$ cat config.mk
export PLATFORM = sky130hd
export DESIGN_NAME = arilla_bus_arbiter
export DESIGN_NICKNAME = d
export VERILOG_FILES = /design/src/rtl/arilla_bus_pkg.sv /design/src/rtl/arilla_bus_arbiter_rr_picker.sv /design/src/rtl/arilla_bus_arbiter.sv
export SDC_FILE = /design/constraint.sdc
export NUM_CORES = 1
export LEC_CHECK = 0
export CORE_AREA = 4 4 135 137
export CTS_BUF_LIST = sky130_fd_sc_hd__clkbuf_8
export DETAILED_ROUTE_END_ITERATION = 12
export DIE_AREA = 0 0 139 141
export PLACE_DENSITY = 0.6
export SLEW_MARGIN = 20
export SYNTH_ARGS = -nofsm -noshare
export SYNTH_HDL_FRONTEND = slang
export SYNTH_HIERARCHICAL = 1
export SYNTH_SLANG_ARGS = --single-unit
$ cat constraint.sdc
create_clock -name clk -period 3.95 [get_ports clk]
set_input_delay 1.185 -clock clk [delete_from_list [all_inputs] [get_ports clk]]
set_output_delay 1.185 -clock clk [all_outputs]
set_load 0.03 [all_outputs]
$ cat src/rtl/arilla_bus_pkg.sv
// Shared definitions for the arilla bus arbiter.
// - Default bus widths used as parameter defaults by the arbiter.
// - Arbiter FSM state type.
// - rr_next(): round-robin search helper returning a found flag and index.
package arilla_bus_pkg;

  // Default slave-side widths.
  localparam int unsigned DefaultWordAddressWidth = 30;
  localparam int unsigned DefaultDataWidth        = 32;
  localparam int unsigned DefaultBytesPerWord     = 4;

  // Upper bound on requesters and matching index width.
  localparam int unsigned MaxMasters  = 8;
  localparam int unsigned MaxIdxWidth = 3;

  // Width of the fairness counter; covers quanta up to 255.
  localparam int unsigned CountWidth = 8;

  typedef enum logic [0:0] {
    StIdle,
    StGranted
  } arb_state_e;

  typedef struct packed {
    logic                   found;
    logic [MaxIdxWidth-1:0] idx;
  } rr_result_t;

  // Search req at last+1, last+2, ... modulo num and return the first hit.
  // last itself is visited last, so a requester that just held the bus
  // only wins again when nobody else is asking.
  function automatic rr_result_t rr_next(input logic [MaxMasters-1:0]  req,
                                         input logic [MaxIdxWidth-1:0] last,
                                         input int unsigned            num);
    rr_result_t  res;
    int unsigned j;
    res = '0;
    for (int unsigned k = 1; k <= MaxMasters; k++) begin
      if (!res.found && k <= num) begin
        j = (32'(last) + k) % num;
        if (req[j[MaxIdxWidth-1:0]]) begin
          res.found = 1'b1;
          res.idx   = j[MaxIdxWidth-1:0];
        end
      end
    end
    return res;
  endfunction

endpackage

$ cat src/rtl/arilla_bus_arbiter_rr_picker.sv
// Combinational round-robin priority search.
// Ports:
//   req_i   - request vector, one bit per master
//   last_i  - index searched last; the search starts at last_i+1 and wraps
//   valid_o - at least one request was found
//   idx_o   - index of the first requester found
module arilla_bus_arbiter_rr_picker
  import arilla_bus_pkg::*;
#(
  parameter int unsigned NumMasters = 3
) (
  input  logic [NumMasters-1:0]         req_i,
  input  logic [$clog2(NumMasters)-1:0] last_i,
  output logic                          valid_o,
  output logic [$clog2(NumMasters)-1:0] idx_o
);

  localparam int unsigned IdxWidth = $clog2(NumMasters);

  rr_result_t res;

  always_comb begin
    res     = rr_next(MaxMasters'(req_i), MaxIdxWidth'(last_i), NumMasters);
    valid_o = res.found;
    idx_o   = IdxWidth'(res.idx);
  end

endmodule

$ cat src/rtl/arilla_bus_arbiter.sv
// Round-robin arbiter sharing one arilla bus slave port between NumMasters
// requesters, with per-master lock and a fairness quantum.
// Ports:
//   clk, rst_n       - clock, synchronous active-low reset
//   m_req_i          - master i wants the bus
//   m_lock_i         - master i may hold the grant beyond the quantum
//   m_available_o    - registered one-hot-or-zero grant
//   m_address_i, m_byte_enable_i, m_data_ctp_i, m_read_i, m_write_i
//                    - flattened master request fields, slice i = master i
//   m_data_ptc_o     - broadcast read data (straight from the slave)
//   m_rvalid_o       - read data valid for master i this cycle
//   s_*_o            - request of the granted master towards the slave
//   s_data_ptc_i     - slave read data, valid the cycle after s_read_o
module arilla_bus_arbiter
  import arilla_bus_pkg::*;
#(
  parameter int unsigned NumMasters       = 3,
  parameter int unsigned WordAddressWidth = DefaultWordAddressWidth,
  parameter int unsigned DataWidth        = DefaultDataWidth,
  parameter int unsigned BytesPerWord     = DefaultBytesPerWord,
  parameter int unsigned Quantum          = 8
) (
  input  logic                                 clk,
  input  logic                                 rst_n,
  input  logic [NumMasters-1:0]                m_req_i,
  input  logic [NumMasters-1:0]                m_lock_i,
  output logic [NumMasters-1:0]                m_available_o,
  input  logic [NumMasters*WordAddressWidth-1:0] m_address_i,
  input  logic [NumMasters*BytesPerWord-1:0]   m_byte_enable_i,
  input  logic [NumMasters*DataWidth-1:0]      m_data_ctp_i,
  input  logic [NumMasters-1:0]                m_read_i,
  input  logic [NumMasters-1:0]                m_write_i,
  output logic [DataWidth-1:0]                 m_data_ptc_o,
  output logic [NumMasters-1:0]                m_rvalid_o,
  output logic [WordAddressWidth-1:0]          s_address_o,
  output logic [BytesPerWord-1:0]              s_byte_enable_o,
  output logic [DataWidth-1:0]                 s_data_ctp_o,
  output logic                                 s_read_o,
  output logic                                 s_write_o,
  input  logic [DataWidth-1:0]                 s_data_ptc_i
);

  localparam int unsigned IdxWidth = $clog2(NumMasters);
  localparam logic [CountWidth-1:0] QuantumLast = CountWidth'(Quantum - 1);
  localparam logic [NumMasters-1:0] OneBit = NumMasters'(1);

  arb_state_e state_q, state_d;

  logic [IdxWidth-1:0]   owner_q, owner_d;
  logic [IdxWidth-1:0]   rr_last_q, rr_last_d;
  logic [IdxWidth-1:0]   rd_owner_q;
  logic [CountWidth-1:0] count_q, count_d;
  logic [NumMasters-1:0] avail_q, avail_d;
  logic                  rd_pending_q;

  logic                  grant_valid;
  logic                  competitor;
  logic [NumMasters-1:0] owner_onehot;
  logic [IdxWidth-1:0]   pick_last;
  logic                  pick_valid;
  logic [IdxWidth-1:0]   pick_idx;

  assign grant_valid  = (state_q == StGranted);
  assign owner_onehot = OneBit << owner_q;
  assign competitor   = |(m_req_i & ~owner_onehot);

  // From idle the search resumes after the last owner; while granted it
  // starts after the current owner. Either way the owner itself is
  // searched last, so one picker serves both transitions.
  assign pick_last = grant_valid ? owner_q : rr_last_q;

  arilla_bus_arbiter_rr_picker #(
    .NumMasters (NumMasters)
  ) u_rr_picker (
    .req_i   (m_req_i),
    .last_i  (pick_last),
    .valid_o (pick_valid),
    .idx_o   (pick_idx)
  );

  // Grant transition logic.
  always_comb begin
    state_d   = state_q;
    owner_d   = owner_q;
    count_d   = count_q;
    rr_last_d = rr_last_q;
    unique case (state_q)
      StIdle: begin
        if (pick_valid) begin
          state_d = StGranted;
          owner_d = pick_idx;
          count_d = '0;
        end
      end
      StGranted: begin
        if (!m_req_i[owner_q]) begin
          // Owner released the bus.
          rr_last_d = owner_q;
          count_d   = '0;
          if (pick_valid) begin
            owner_d = pick_idx;
          end else begin
            state_d = StIdle;
          end
        end else if (competitor) begin
          if (count_q == QuantumLast) begin
            // Quantum used up: rotate unless the owner is in a locked
            // sequence, in which case the counter stays saturated.
            if (!m_lock_i[owner_q]) begin
              rr_last_d = owner_q;
              owner_d   = pick_idx;
              count_d   = '0;
            end
          end else begin
            count_d = count_q + 1'b1;
          end
        end else begin
          count_d = '0;
        end
      end
      default: state_d = StIdle;
    endcase
    avail_d = (state_d == StGranted) ? (OneBit << owner_d) : '0;
  end

  always_ff @(posedge clk) begin
    if (!rst_n) begin
      state_q      <= StIdle;
      owner_q      <= '0;
      count_q      <= '0;
      rr_last_q    <= IdxWidth'(NumMasters - 1);
      avail_q      <= '0;
      rd_pending_q <= 1'b0;
      rd_owner_q   <= '0;
    end else begin
      state_q      <= state_d;
      owner_q      <= owner_d;
      count_q      <= count_d;
      rr_last_q    <= rr_last_d;
      avail_q      <= avail_d;
      // Remember who issued the read so the late data reaches it even if
      // the grant moves at this edge.
      rd_pending_q <= s_read_o;
      rd_owner_q   <= owner_q;
    end
  end

  assign m_available_o = avail_q;

  // Slave side: owner's slice while granted, all zero otherwise.
  always_comb begin
    s_address_o     = '0;
    s_byte_enable_o = '0;
    s_data_ctp_o    = '0;
    s_read_o        = 1'b0;
    s_write_o       = 1'b0;
    if (grant_valid) begin
      s_address_o     = m_address_i[32'(owner_q)*WordAddressWidth +: WordAddressWidth];
      s_byte_enable_o = m_byte_enable_i[32'(owner_q)*BytesPerWord +: BytesPerWord];
      s_data_ctp_o    = m_data_ctp_i[32'(owner_q)*DataWidth +: DataWidth];
      s_read_o        = m_read_i[owner_q];
      s_write_o       = m_write_i[owner_q];
    end
  end

  assign m_data_ptc_o = s_data_ptc_i;
  assign m_rvalid_o   = rd_pending_q ? (OneBit << rd_owner_q) : '0;

  a_avail_onehot0: assert property (@(posedge clk) $onehot0(m_available_o));

endmodule

==> impl_metrics.json <==
{
  "outcome": "finished clean",
  "grt_pass1_vias": 4104,
  "fin_skew_ns": 0.00261,
  "syn_area_per_cell_um2": 6.64,
  "fill_cells": 1847,
  "synth.distinct_cells": 47,
  "async_flop_share": 0,
  "worstSetupPathType": "input port to primary output",
  "reg2reg_to": "m_available_o[2]",
  "grt_usage": 0.142,
  "top_layer": "met4",
  "wl_met2_um": 7820,
  "holdBufCountCts": 0,
  "cp.depth": 6,
  "regArea_um2": 385,
  "r2r-start": "owner_q[1]",
  "wl_met1_um": 6140,
  "die_h_um": 141,
  "critPathRequiredTime_ns": 2.76,
  "cts_buffers": 3,
  "clk_pin_slew_ns": 0.07,
  "layout_min_cycle_time_ns": 3.86,
  "tns_ns": 0,
  "r2r_cells": 11,
  "crit_start": "m_address_i[25]",
  "hold_class": "register to register",
  "htree_levels": 1,
  "crit_end": "s_address_o[25]",
  "die_area_mm2": 0.0196,
  "yosys_most_used_dff": "dfxtp_1",
  "finalCritPeriodShare": 0.978,
  "reg2reg_setup_slack_ns": 0.67,
  "initial_core_util": 0.191,
  "core_area_mm2": 0.0171,
  "io_pins": 350,
  "finalSetupViolCount": 0,
  "grt_max_degree": 44,
  "met3WireLength_um": 1030,
  "synth_edf_count": 0,
  "numPortBuffers": 285,
  "synth_seq_cells": 19,
  "syn_inst": 491,
  "grt_overflow_total": 0,
  "slowest_stage": "clkdlybuf4s50_1",
  "drt-wirelength-per-cell_um": 16.1,
  "wl_um": 15300,
  "p_leak_nw": 2.46,
  "synth.yosys.seq_area_share": 0.117,
  "final_antenna_net_count": 0,
  "cts_tree": "done",
  "cp_num_buf_inv": 2,
  "grt_pass1_wl_um": 22700,
  "multi_input_area_mm2": 0.00244,
  "syn_nets": 743,
  "syn_to_final_growth_pct": 88.0,
  "first_pass_iters": 5,
  "antenna_found_initial": 0,
  "antenna-diode-count": 0,
  "cpPeakStageDelay_ns": 0.71,
  "fp-row-count": 48,
  "drive_gt1_frac": 0.116,
  "slew_violations": 0,
  "synth_area_mm2": 0.00326,
  "peakVddDrop_v": 0.000302,
  "drt_iter0_drc": 142,
  "cp.arrival_ns": 2.68,
  "vias": 4139,
  "cts_max_path_buffers": 2,
  "cts-root-buf": "clkbuf_8",
  "end_kind": "primary output",
  "crit_chain": "clkdlybuf4s50_1, mux2i_1, nor2_1, a21oi_1, nor2_1, clkdlybuf4s50_1",
  "cp_top_family": "buffers and inverters",
  "die_x_um": 139,
  "nets": 976,
  "cts.sinks": 19,
  "rsz0062_at_grt": "no",
  "power_density_mw_per_mm2": 584,
  "finalHoldViolCount": 0,
  "drc": 0,
  "fmax_mhz": 259,
  "start_kind": "input port",
  "drv_cap": 0,
  "clk_latency_ns": 0.26,
  "dpl.hpwl_um": 12700,
  "p_total_mw": 3.58,
  "gp_congestion": 0.760,
  "routed_via_density": 4.37,
  "critPathMaxFanout": 1,
  "ys_warn_count": 6,
  "worst-slew-pin-transition_ns": 0.663,
  "timing.hold.ws_ns": 0.458,
  "slew_headroom": 0.558
}
## routing by layer
layer  vias up  GRT usage
met5         -          0
met3        21     0.0356
met4         0     0.0335
met2       171      0.262
li1       2124          -
met1      1823      0.165
## sequential cells by signal, summed over array words and instances, names as in the netlist
name and flops:
grant_valid 1, rr_last_q 2, rd_owner_q 2, rd_pending_q 1
m_available_o 3, count_q 8, owner_q 2
## cells in the mapped netlist, types with 3 or more instances
cell type | n | area share
nor2b_1 | 3 | 0.0058
nor3_1 | 3 | 0.0046
nand4_1 | 6 | 0.012
buf_2 | 9 | 0.014
ha_1 | 8 | 0.031
nand3_1 | 5 | 0.0077
buf_1 | 12 | 0.014
dfxtp_1 | 19 | 0.12
clkbuf_1 | 12 | 0.014
nor2_1 | 144 | 0.17
buf_4 | 34 | 0.078
nand3b_1 | 5 | 0.012
inv_1 | 13 | 0.015
a21oi_1 | 75 | 0.12
nand2_1 | 15 | 0.017
o21ai_1 | 3 | 0.0046
o21ai_0 | 3 | 0.0046
and3_1 | 3 | 0.0058
mux2i_1 | 80 | 0.25
## layout make-up
cell class / count / share of cell area
Sequential cell: 19 / 0.0629
Tap cell: 225 / 0.0459
Clock buffer: 3 / 0.00673
Timing Repair Buffer: 295 / 0.476
Inverter: 14 / 0.00857
Multi-Input combinational cell: 391 / 0.399
Clock inverter: 1 / 0.000816
## worst min path at each step
stage	cells past startpoint	slack [ns]	endpoint	start
2_1_floorplan	2	0.43	rr_last_q[0]	rr_last_q[0]
3_3_place_gp	2	0.45	rr_last_q[0]	rr_last_q[0]
3_5_place_dp	2	0.45	rr_last_q[0]	rr_last_q[0]
4_1_cts	2	0.46	rr_last_q[0]	rr_last_q[0]
5_1_grt	2	0.51	rr_last_q[0]	rr_last_q[0]
6_report	2	0.46	rr_last_q[0]	rr_last_q[0]
## what timing repair did
| item | 4_1_cts | 5_1_grt |
|---|---|---|
| setup endpoints to repair | 0 | 6 |
| gates resized for setup | 0 | 6 |
| buffers inserted | 0 | 0 |
## metrics by stage
step | util | cell area, um^2 | setup slack [ns] | instances
2_1_floorplan | - | 3260 | 0.925 | 491
3_3_place_gp | 0.356 | 6070 | 0.0228 | 944
3_5_place_dp | 0.356 | 6070 | 0.0260 | 944
4_1_cts | 0.359 | 6120 | 0.0173 | 948
5_1_grt | 0.359 | 6130 | 0.00526 | 948
6_report | 0.359 | 6130 | 0.0856 | 948
## cells in the final DEF, fill, tap and decap left out, drive strengths merged, types with 2 or more instances in the layout
cell type,n
nor2b,3
nand4,6
dlymetal6s2s,6
clkdlybuf4s50,230
a22oi,2
o221ai,2
nand2b,2
nor2,146
nand3,5
and2,2
mux2,2
inv,14
a31oi,2
o31a,2
and3,3
a21o,2
or4,3
a21oi,75
nand3b,5
nor3,4
nand4b,2
ha,8
nor3b,3
o21ai,6
clkbuf,3
o22ai,2
nand2,15
mux2i,80
dfxtp,19
buf,59
## power breakdown
part	internal (mW)	total, mW	leakage [nW]	switching, mW
Sequential	0.236	0.356	0.156	0.120
Combinational	1.33	3.08	2.27	1.76
Clock	0.0703	0.138	0.0255	0.0680
Total	1.63	3.58	2.46	1.94
## worst min-delay path: stages (launching register included)
cell and delay, ns:
dfxtp_1 0.31, nand2_1 0.05, mux2i_1 0.05
## logic make-up after synthesis
family                   synth area share
AO/OA/AOI/OAI                       0.187
adder cells (fa/ha/maj)            0.0307
buffers and inverters               0.136
flip-flops                          0.117
multiplexers                        0.252
AND/OR/NAND/NOR                     0.277
(Power assumes the default switching activity.)
